<file path="src/rtl/shift_counter_pkg.sv">
// Shared constants and the initial-state helper for the ring/Johnson shift counter.
package shift_counter_pkg;

  localparam int unsigned MAX_W = 32;

  localparam logic MODE_RING    = 1'b0;
  localparam logic MODE_JOHNSON = 1'b1;
  localparam logic DIR_UP       = 1'b0;
  localparam logic DIR_DOWN     = 1'b1;

  // Ring starts with only bit 0 set; Johnson starts empty.
  function automatic logic [MAX_W-1:0] init_state(input logic mode, input int unsigned width);
    logic [MAX_W-1:0] mask;
    mask = (width >= MAX_W) ? '1 : ((MAX_W'(1) << width) - MAX_W'(1));
    return (mode == MODE_JOHNSON) ? '0 : (MAX_W'(1) & mask);
  endfunction

endpackage

</file>
<file path="src/rtl/shift_counter_legal.sv">
// Combinational legality check of a counter state for the given mode.
module shift_counter_legal
  import shift_counter_pkg::*;
#(
  parameter int WIDTH = 4
) (
  input  logic [WIDTH-1:0] i_val,
  input  logic             i_mode,
  output logic             o_legal
);

  logic [WIDTH-1:0] w_inv;
  logic             w_ring_ok;
  logic             w_fill_lo;
  logic             w_fill_hi;

  // A low-filled thermometer code is 2^k-1, so adding one clears every set bit.
  assign w_inv     = ~i_val;
  assign w_ring_ok = ($countones(i_val) == 1);
  assign w_fill_lo = ((i_val & (i_val + WIDTH'(1))) == '0);
  assign w_fill_hi = ((w_inv & (w_inv + WIDTH'(1))) == '0);

  assign o_legal = (i_mode == MODE_JOHNSON) ? (w_fill_lo | w_fill_hi) : w_ring_ok;

endmodule

</file>
<file path="src/rtl/shift_counter.sv">
// WIDTH-bit ring / Johnson shift counter with direction, enable, checked load,
// wrap pulse and self-correction of illegal states.
module shift_counter
  import shift_counter_pkg::*;
#(
  parameter int WIDTH = 4
) (
  input  logic             clk,
  input  logic             clear,
  input  logic             en,
  input  logic             dir,
  input  logic             mode,
  input  logic             load,
  input  logic [WIDTH-1:0] load_val,
  output logic [WIDTH-1:0] q,
  output logic             wrap,
  output logic             fault
);

  logic [WIDTH-1:0] r_q;
  logic             r_mode_q;
  logic             r_wrap;
  logic             r_fault;

  logic [WIDTH-1:0] w_init_mode;
  logic [WIDTH-1:0] w_init_held;
  logic [WIDTH-1:0] w_step;
  logic             w_load_legal;
  logic             w_q_legal;

  assign w_init_mode = WIDTH'(init_state(mode, WIDTH));
  assign w_init_held = WIDTH'(init_state(r_mode_q, WIDTH));

  shift_counter_legal #(.WIDTH(WIDTH)) u_legal_load (
    .i_val   (load_val),
    .i_mode  (mode),
    .o_legal (w_load_legal)
  );

  shift_counter_legal #(.WIDTH(WIDTH)) u_legal_q (
    .i_val   (r_q),
    .i_mode  (r_mode_q),
    .o_legal (w_q_legal)
  );

  always_comb begin
    w_step = r_q;
    case ({r_mode_q, dir})
      {MODE_RING,    DIR_UP}:   w_step = {r_q[WIDTH-2:0], r_q[WIDTH-1]};
      {MODE_RING,    DIR_DOWN}: w_step = {r_q[0], r_q[WIDTH-1:1]};
      {MODE_JOHNSON, DIR_UP}:   w_step = {r_q[WIDTH-2:0], ~r_q[WIDTH-1]};
      {MODE_JOHNSON, DIR_DOWN}: w_step = {~r_q[0], r_q[WIDTH-1:1]};
      default:                  w_step = r_q;
    endcase
  end

  // Priority: clear, load, mode change, upset correction, step, hold.
  always_ff @(posedge clk) begin
    r_wrap  <= 1'b0;
    r_fault <= 1'b0;
    if (clear) begin
      r_q      <= w_init_mode;
      r_mode_q <= mode;
    end else if (load) begin
      r_mode_q <= mode;
      if (w_load_legal) begin
        r_q <= load_val;
      end else begin
        r_q     <= w_init_mode;
        r_fault <= 1'b1;
      end
    end else if (mode != r_mode_q) begin
      r_q      <= w_init_mode;
      r_mode_q <= mode;
    end else if (!w_q_legal) begin
      r_q     <= w_init_held;
      r_fault <= 1'b1;
    end else if (en) begin
      r_q    <= w_step;
      r_wrap <= (w_step == w_init_held);
    end
  end

  assign q     = r_q;
  assign wrap  = r_wrap;
  assign fault = r_fault;

endmodule

</file>
<file path="config.mk">
export PLATFORM = sky130hd
export DESIGN_NAME = shift_counter
export DESIGN_NICKNAME = d
export VERILOG_FILES = /design/src/rtl/shift_counter_pkg.sv /design/src/rtl/shift_counter_legal.sv /design/src/rtl/shift_counter.sv
export SDC_FILE = /design/constraint.sdc
export NUM_CORES = 1
export LEC_CHECK = 0
export ABC_AREA = 1
export CORE_MARGIN = 4
export CORE_UTILIZATION = 45
export CTS_BUF_LIST = sky130_fd_sc_hd__clkbuf_8
export CTS_CLUSTER_DIAMETER = 150
export DETAILED_ROUTE_END_ITERATION = 10
export DONT_BUFFER_PORTS = 1
export HOLD_SLACK_MARGIN = 0.08
export PLACE_DENSITY = 0.71
export SYNTH_ARGS = -nofsm -noshare
export SYNTH_HDL_FRONTEND = slang
export SYNTH_SLANG_ARGS = --single-unit
</file>
<file path="constraint.sdc">
create_clock -name clk -period 2.41 [get_ports clk]
set_input_delay 0.482 -clock clk [delete_from_list [all_inputs] [get_ports clk]]
set_output_delay 0.482 -clock clk [all_outputs]
set_load 0.02 [all_outputs]
</file>
==> run_results.csv, run 1 <==
group,metric,value,unit
placed_design,placed_area,890,µm²
clocking,htree_levels,1,
floorplan,die_h,51.3,µm
detailed_routing,viasPerCell,4.84,
global_routing,grt_pass1_vias,746,
global_routing,antenna_found_initial,0,
clocking,clk_pin_slew,40,ps
finish,multi_input_area,558,µm²
finish,finalInstanceArea,951,µm²
clocking,cts.path.max_buffers,2,
sta,setup_viol,0,
clocking,holdBufCountCts,0,
clocking,cts_num_sinks,7,
sta,hold_viol,0,
detailed_routing,wl_met3,117,µm
sta,drv_slew,0,
clocking,cts-root-buf,"clkbuf_8",
worst_setup_path,path_class,"reg2reg",
clocking,cts_tree,"yes",
detailed_routing,route.met2.wl,796,µm
worst_setup_path,worstSetupEndpointType,"register",
sta,fin_crit_sh,93.4,%
global_routing,grt_overflow,0,
worst_setup_path,critPathMaxStageDelay,480,ps
status,outcome,"finished clean",
global_routing,grt_max_degree,11,
detailed_routing,routed.top_layer,"met4",
yosys,ys_seq_area_share,22.6,%
yosys,yosys_warnings,0,
yosys,syn_area,842,µm²
worst_setup_path,worst_setup_path_start_kind,"register",
power,powerDensity,530,nW/µm²
sta,rsz0062_at_grt,"false",
finish,finalNetCount,155,
power,leakage,0.481,nW
yosys,syn-instance-count,123,
worst_setup_path,arrival,2180,ps
placed_design,gp_congestion,0.861,
sta,setup_tns,0,ps
placed_design,io_buffers,0,
detailed_routing,route.detailed.drc,0,
finish,area_delta_synth_final,12.9,%
global_routing,track_usage,15.6,%
power,irDropWorstVdd,0.284,mV
placed_design,hpwl,1480,µm
sta,max_slew.worst_pin.slew,410,ps
flow_run,drv_cap,0,
detailed_routing,dr.pass1.iters,4,
floorplan,core_area,1750,µm²
floorplan,die_w,51.3,µm
yosys,syn_nets,147,
detailed_routing,dr.first_iter.drc_count,15,
detailed_routing,wl,1740,µm
global_routing,grt_pass1_wl,2990,µm
floorplan,start_util,48.2,%
sta,slew-limit-headroom,72.5,%
min_path,hold_class,"in2reg",
yosys,syn_area_per_cell,6.85,µm²
sta,clock_skew,3.22,ps
detailed_routing,vias,750,
yosys,ys_ff_latch,7,
finish,diodes,0,
worst_setup_path,cpMostUsedCell,"inv_1",
worst_setup_path,required,2340,ps
finish,fillers,175,
detailed_routing,ant_nets,0,
sta,fmax,444,MHz
worst_setup_path,cp_cell_sequence,"inv_2 > ha_1 > ha_1 > fa_1 > inv_1 > a31oi_2 > inv_1 > nand2_2 > inv_1 > nand3_2",
yosys,synth_cell_types,22,
finish,layout_commonest_cell,"nand2_1",
sta,finalCriticalPeriod,2250,ps
floorplan,ios,16,
finish,drive_gt1_share,14.6,%
floorplan,dieArea,2630,µm²
finish,seq_area,190,µm²
floorplan,placementRows,15,
detailed_routing,drt-wirelength-per-cell,11.2,µm
clocking,clk_latency,220,ps
clocking,numCtsBuffers,3,
finish,final_cell_mix,"nand2_1, inv_1, ha_1",
worst_setup_path,worst-path-max-fanout,4,
worst_setup_path,cpMaxStageDelayCell,"fa_1",
detailed_routing,wl_met1,783,µm
## report_power, final
| part | leakage (nW) | switching [mW] | internal [mW] |
|---|---|---|---|
| Combinational | 0.380 | 0.118 | 0.0737 |
| Clock | 0.0269 | 0.0453 | 0.110 |
| Sequential | 0.0732 | 0.0135 | 0.144 |
## critical path: cells and delay by family, from the launching register on
kind / cells / cell delay [ps]
AO/OA/AOI/OAI: 1 / 150
adder cells (fa/ha/maj): 3 / 920
buffers and inverters: 4 / 300
flip-flops: 1 / 410
AND/OR/NAND/NOR: 2 / 180
## cell families (layout without fill, tap and decap cells)
family | after synthesis | count (layout) | synth area share (%)
flops | 7 | 7 | 22.6
xor+xnor | 1 | 1 | 1.04
compound gates | 13 | 13 | 8.47
buf+inv | 25 | 32 | 12.8
fa+ha+maj | 14 | 14 | 22.6
simple gates | 63 | 63 | 32.5
## cell type report
type | instances | share of cell area (%)
multi-input combinational | 91 | 58.7
sequential | 7 | 20.0
inverter | 23 | 9.34
clock buffer | 3 | 4.34
timing repair buffer | 5 | 3.95
tap | 25 | 3.29
clock inverter | 1 | 0.395
## cell usage after synthesis, drive strengths merged
cell	count	area [µm²]
fa	2	40.0
nand4	1	6.26
o21ai	7	35.0
o31ai	2	15.0
nand3	9	45.0
buf	2	18.8
inv	23	88.8
xnor2	1	8.76
nand3b	1	7.51
nor2	15	71.3
edfxtp	5	150
ha	12	150
nand2	35	134
dfxtp	2	40.0
a21oi	3	15.0
a31oi	1	6.26
nor3	2	10.0
## layer usage
metal | up-vias | global-route usage (%)
met5 | - | 0
met4 | 0 | 9.17
met3 | 6 | 5.83
met2 | 18 | 24.0
met1 | 326 | 18.4
li1 | 400 | -
## state kept, by name, indices dropped and copies added (netlist names)
register and count:
r_mode_q 1, wrap 1, fault 1, q 4
## repair_timing
item,in CTS,in global routing
setup endpoints to repair,0,6
buffers inserted,0,1
resized for setup,0,3
## stage by stage
stage / utilization (%) / cells / hold slack (ps) / setup WS (ps) / power (mW)
2_1_floorplan: - / 123 / 581 / 3.06 / 0.300
3_3_place_gp: 51.0 / 150 / 581 / 88.3 / 0.333
3_5_place_dp: 51.0 / 150 / 581 / 57.0 / 0.339
4_1_cts: 53.5 / 154 / 351 / 61.7 / 0.497
5_1_grt: 54.5 / 155 / 345 / 3.22 / 0.547
6_report: 54.5 / 155 / 356 / 158 / 0.504
## path summary, 6_finish.rpt
check | startpoint | to | slack, ps | cells past startpoint
worst min register to register | q[0] | wrap | 840 | 7
worst min-delay path | mode | r_mode_q | 360 | 0
worst max-delay path | q[1] | q[2] | 160 | 10
worst max register to register | q[1] | q[2] | 160 | 10
No activity file was read; power rests on OpenSTA's default activity.
==> run 2: changes to the inputs <==
--- a/config.mk
+++ b/config.mk
@@ -13,7 +13,7 @@
 export DETAILED_ROUTE_END_ITERATION = 10
 export DONT_BUFFER_PORTS = 1
 export HOLD_SLACK_MARGIN = 0.08
-export PLACE_DENSITY = 0.71
+export PLACE_DENSITY = 0.67
 export SYNTH_ARGS = -nofsm -noshare
 export SYNTH_HDL_FRONTEND = slang
 export SYNTH_SLANG_ARGS = --single-unit
==> run 2 against run 1 <==
Effect of this change: setup slack improved by 12 ps; wire length fell by 3.3%; cell count unchanged; global-route usage down 2.1 points; worst hold slack improved by 5.0 ps; utilization grew 0.50 points; sequential share of layout area fell by 0.18 points; non-clock buffer count unchanged; total power increased by 1.1%; critical endpoint unchanged; count of clock-buffer cells in the layout is the same; combinational power is 5% higher; sequential power hardly changed.
==> run_results.csv, run 2 (synthesis results as in run 1) <==
group,metric,value,unit
status,outcome,"finished clean",
power,irDropWorstVdd,0.306,mV
placed_design,gp_congestion,0.766,
sta,setup_tns,0,ps
worst_setup_path,required,2360,ps
finish,postLayoutCoreUtil,55.0,%
global_routing,track_usage,13.6,%
flow_run,drv_cap,0,
floorplan,die_h,51.3,µm
sta,setup_viol,0,
worst_setup_path,critPathTopFamily,"adder cells",
placed_design,io_buffers,0,
min_path,hold_class,"in2reg",
worst_setup_path,path_class,"reg2reg",
sta,hold_slack,361,ps
finish,multi_input_area,567,µm²
worst_setup_path,r2r-end,"q[2]",
floorplan,ios,16,
worst_setup_path,critPathMaxStageDelay,480,ps
detailed_routing,vias,757,
clocking,cts_num_sinks,7,
power,power,0.509,mW
detailed_routing,drt-wirelength-per-cell,10.8,µm
sta,hold_viol,0,
floorplan,die_w,51.3,µm
finish,seq_area,190,µm²
finish,diodes,0,
min_path,hp-start,"mode",
sta,fmax,446,MHz
global_routing,grt_pass1_wl,2840,µm
global_routing,antenna_found_initial,0,
sta,max_slew.worst_pin.slew,444,ps
power,leakage,0.481,nW
floorplan,placementRows,15,
detailed_routing,route.detailed.drc,0,
sta,rsz0062_at_grt,"false",
sta,layout_setup_ws,170,ps
global_routing,grt_max_degree,11,
detailed_routing,wl,1680,µm
finish,largest_reg_flops,4,
placed_design,hpwl,1420,µm
worst_setup_path,cp_cell_sequence,"inv_2 > ha_1 > ha_1 > fa_1 > inv_1 > a31oi_4 > inv_1 > nand2_2 > inv_2 > nand3_1 > o21ai_0",
clocking,clk_latency,220,ps
worst_setup_path,arrival,2190,ps
clocking,htree_levels,1,
worst_setup_path,worst_setup_path_start_kind,"register",
sta,drv_slew,0,
floorplan,core_area,1750,µm²
finish,area_delta_synth_final,14.0,%
floorplan,start_util,48.2,%
finish,drive_gt1_share,15.4,%
clocking,cts.path.max_buffers,2,
finish,layout_commonest_cell,"nand2_1",
worst_setup_path,r2r_slack,170,ps
finish,fillers,191,
finish,final_cell_mix,"nand2_1, inv_1, ha_1",
worst_setup_path,regToRegStartpoint,"q[0]",
sta,finalCriticalPeriod,2240,ps
global_routing,grt_overflow,0,
min_path,holdPathEnd,"r_mode_q",
worst_setup_path,cp.buffers_inverters,4,
global_routing,grt_pass1_vias,696,
sta,clock_skew,0.658,ps
worst_setup_path,worst-path-max-fanout,4,
sta,slew-limit-headroom,70.4,%
detailed_routing,dr.first_iter.drc_count,11,
sta,fin_crit_sh,93.0,%
clocking,clk_pin_slew,40,ps
worst_setup_path,worstSetupEndpointType,"register",
power,powerDensity,531,nW/µm²
clocking,cts_tree,"yes",
clocking,cts-root-buf,"clkbuf_8",
floorplan,dieArea,2630,µm²
worst_setup_path,r2r_cells,11,
finish,finalNetCount,155,
clocking,numCtsBuffers,3,
detailed_routing,dr.pass1.iters,4,
min_path,worstHoldPathCells,0,
worst_setup_path,cpMaxStageDelayCell,"fa_1",
placed_design,place_ws,62.0,ps
detailed_routing,viasPerCell,4.88,
detailed_routing,ant_nets,0,
==> run 2: stage by stage <==
stage	cell area, µm²	std cells
final	960	155
after global routing	960	155
after CTS	935	154
after detailed placement	890	150
after global placement	890	150
after floorplan	847	123
==> run 2: where the power goes <==
part | total [mW] | internal, mW | switching, mW
sequential | 0.157 | 0.144 | 0.0139
combinational | 0.202 | 0.0790 | 0.123
clock | 0.150 | 0.109 | 0.0408
==> run 2: what timing repair did <==
action,CTS,global route
buffers inserted,0,1
endpoints found under the hold margin,0,0
hold buffers,0,0
endpoints found under the setup margin,0,6
gates resized for setup,0,5
==> run 2: area by class of cell <==
cell class,count,share of cell area [%]
multi-input cells,91,59.1
repair buffers,5,3.91
flip-flops and latches,7,19.8
clock buffers,3,4.30
well taps,25,3.26
inverters,23,9.26
clock inverters,1,0.391
==> run 2: worst max path at each step <==
| stage | startpoint | endpoint | slack [ps] | cells after the start |
|---|---|---|---|---|
| 2_1_floorplan | q[1] | q[0] | 3 | 10 |
| 3_3_place_gp | load_val[0] | q[0] | 80 | 8 |
| 3_5_place_dp | load_val[0] | q[2] | 60 | 7 |
| 4_1_cts | q[1] | q[2] | 80 | 11 |
| 5_1_grt | q[0] | q[2] | 10 | 11 |
| 6_report | q[0] | q[2] | 170 | 11 |
==> run 2: layer usage <==
| metal | global-route usage [%] | share of wire (%) |
|---|---|---|
| met1 | 17.2 | 45 |
| met2 | 23.4 | 49 |
| met3 | 3.79 | 5.8 |
| met4 | 1.75 | 0 |
| met5 | 0 | 0 |
==> run 2: worst reg2reg max path, stage by stage, from the launching register on <==
cell and delay (ps):
edfxtp_1 400, inv_2 90, ha_1 230, ha_1 200
fa_1 480, inv_1 60, a31oi_4 140, inv_1 80
nand2_2 90, inv_2 50, nand3_1 60, o21ai_0 90
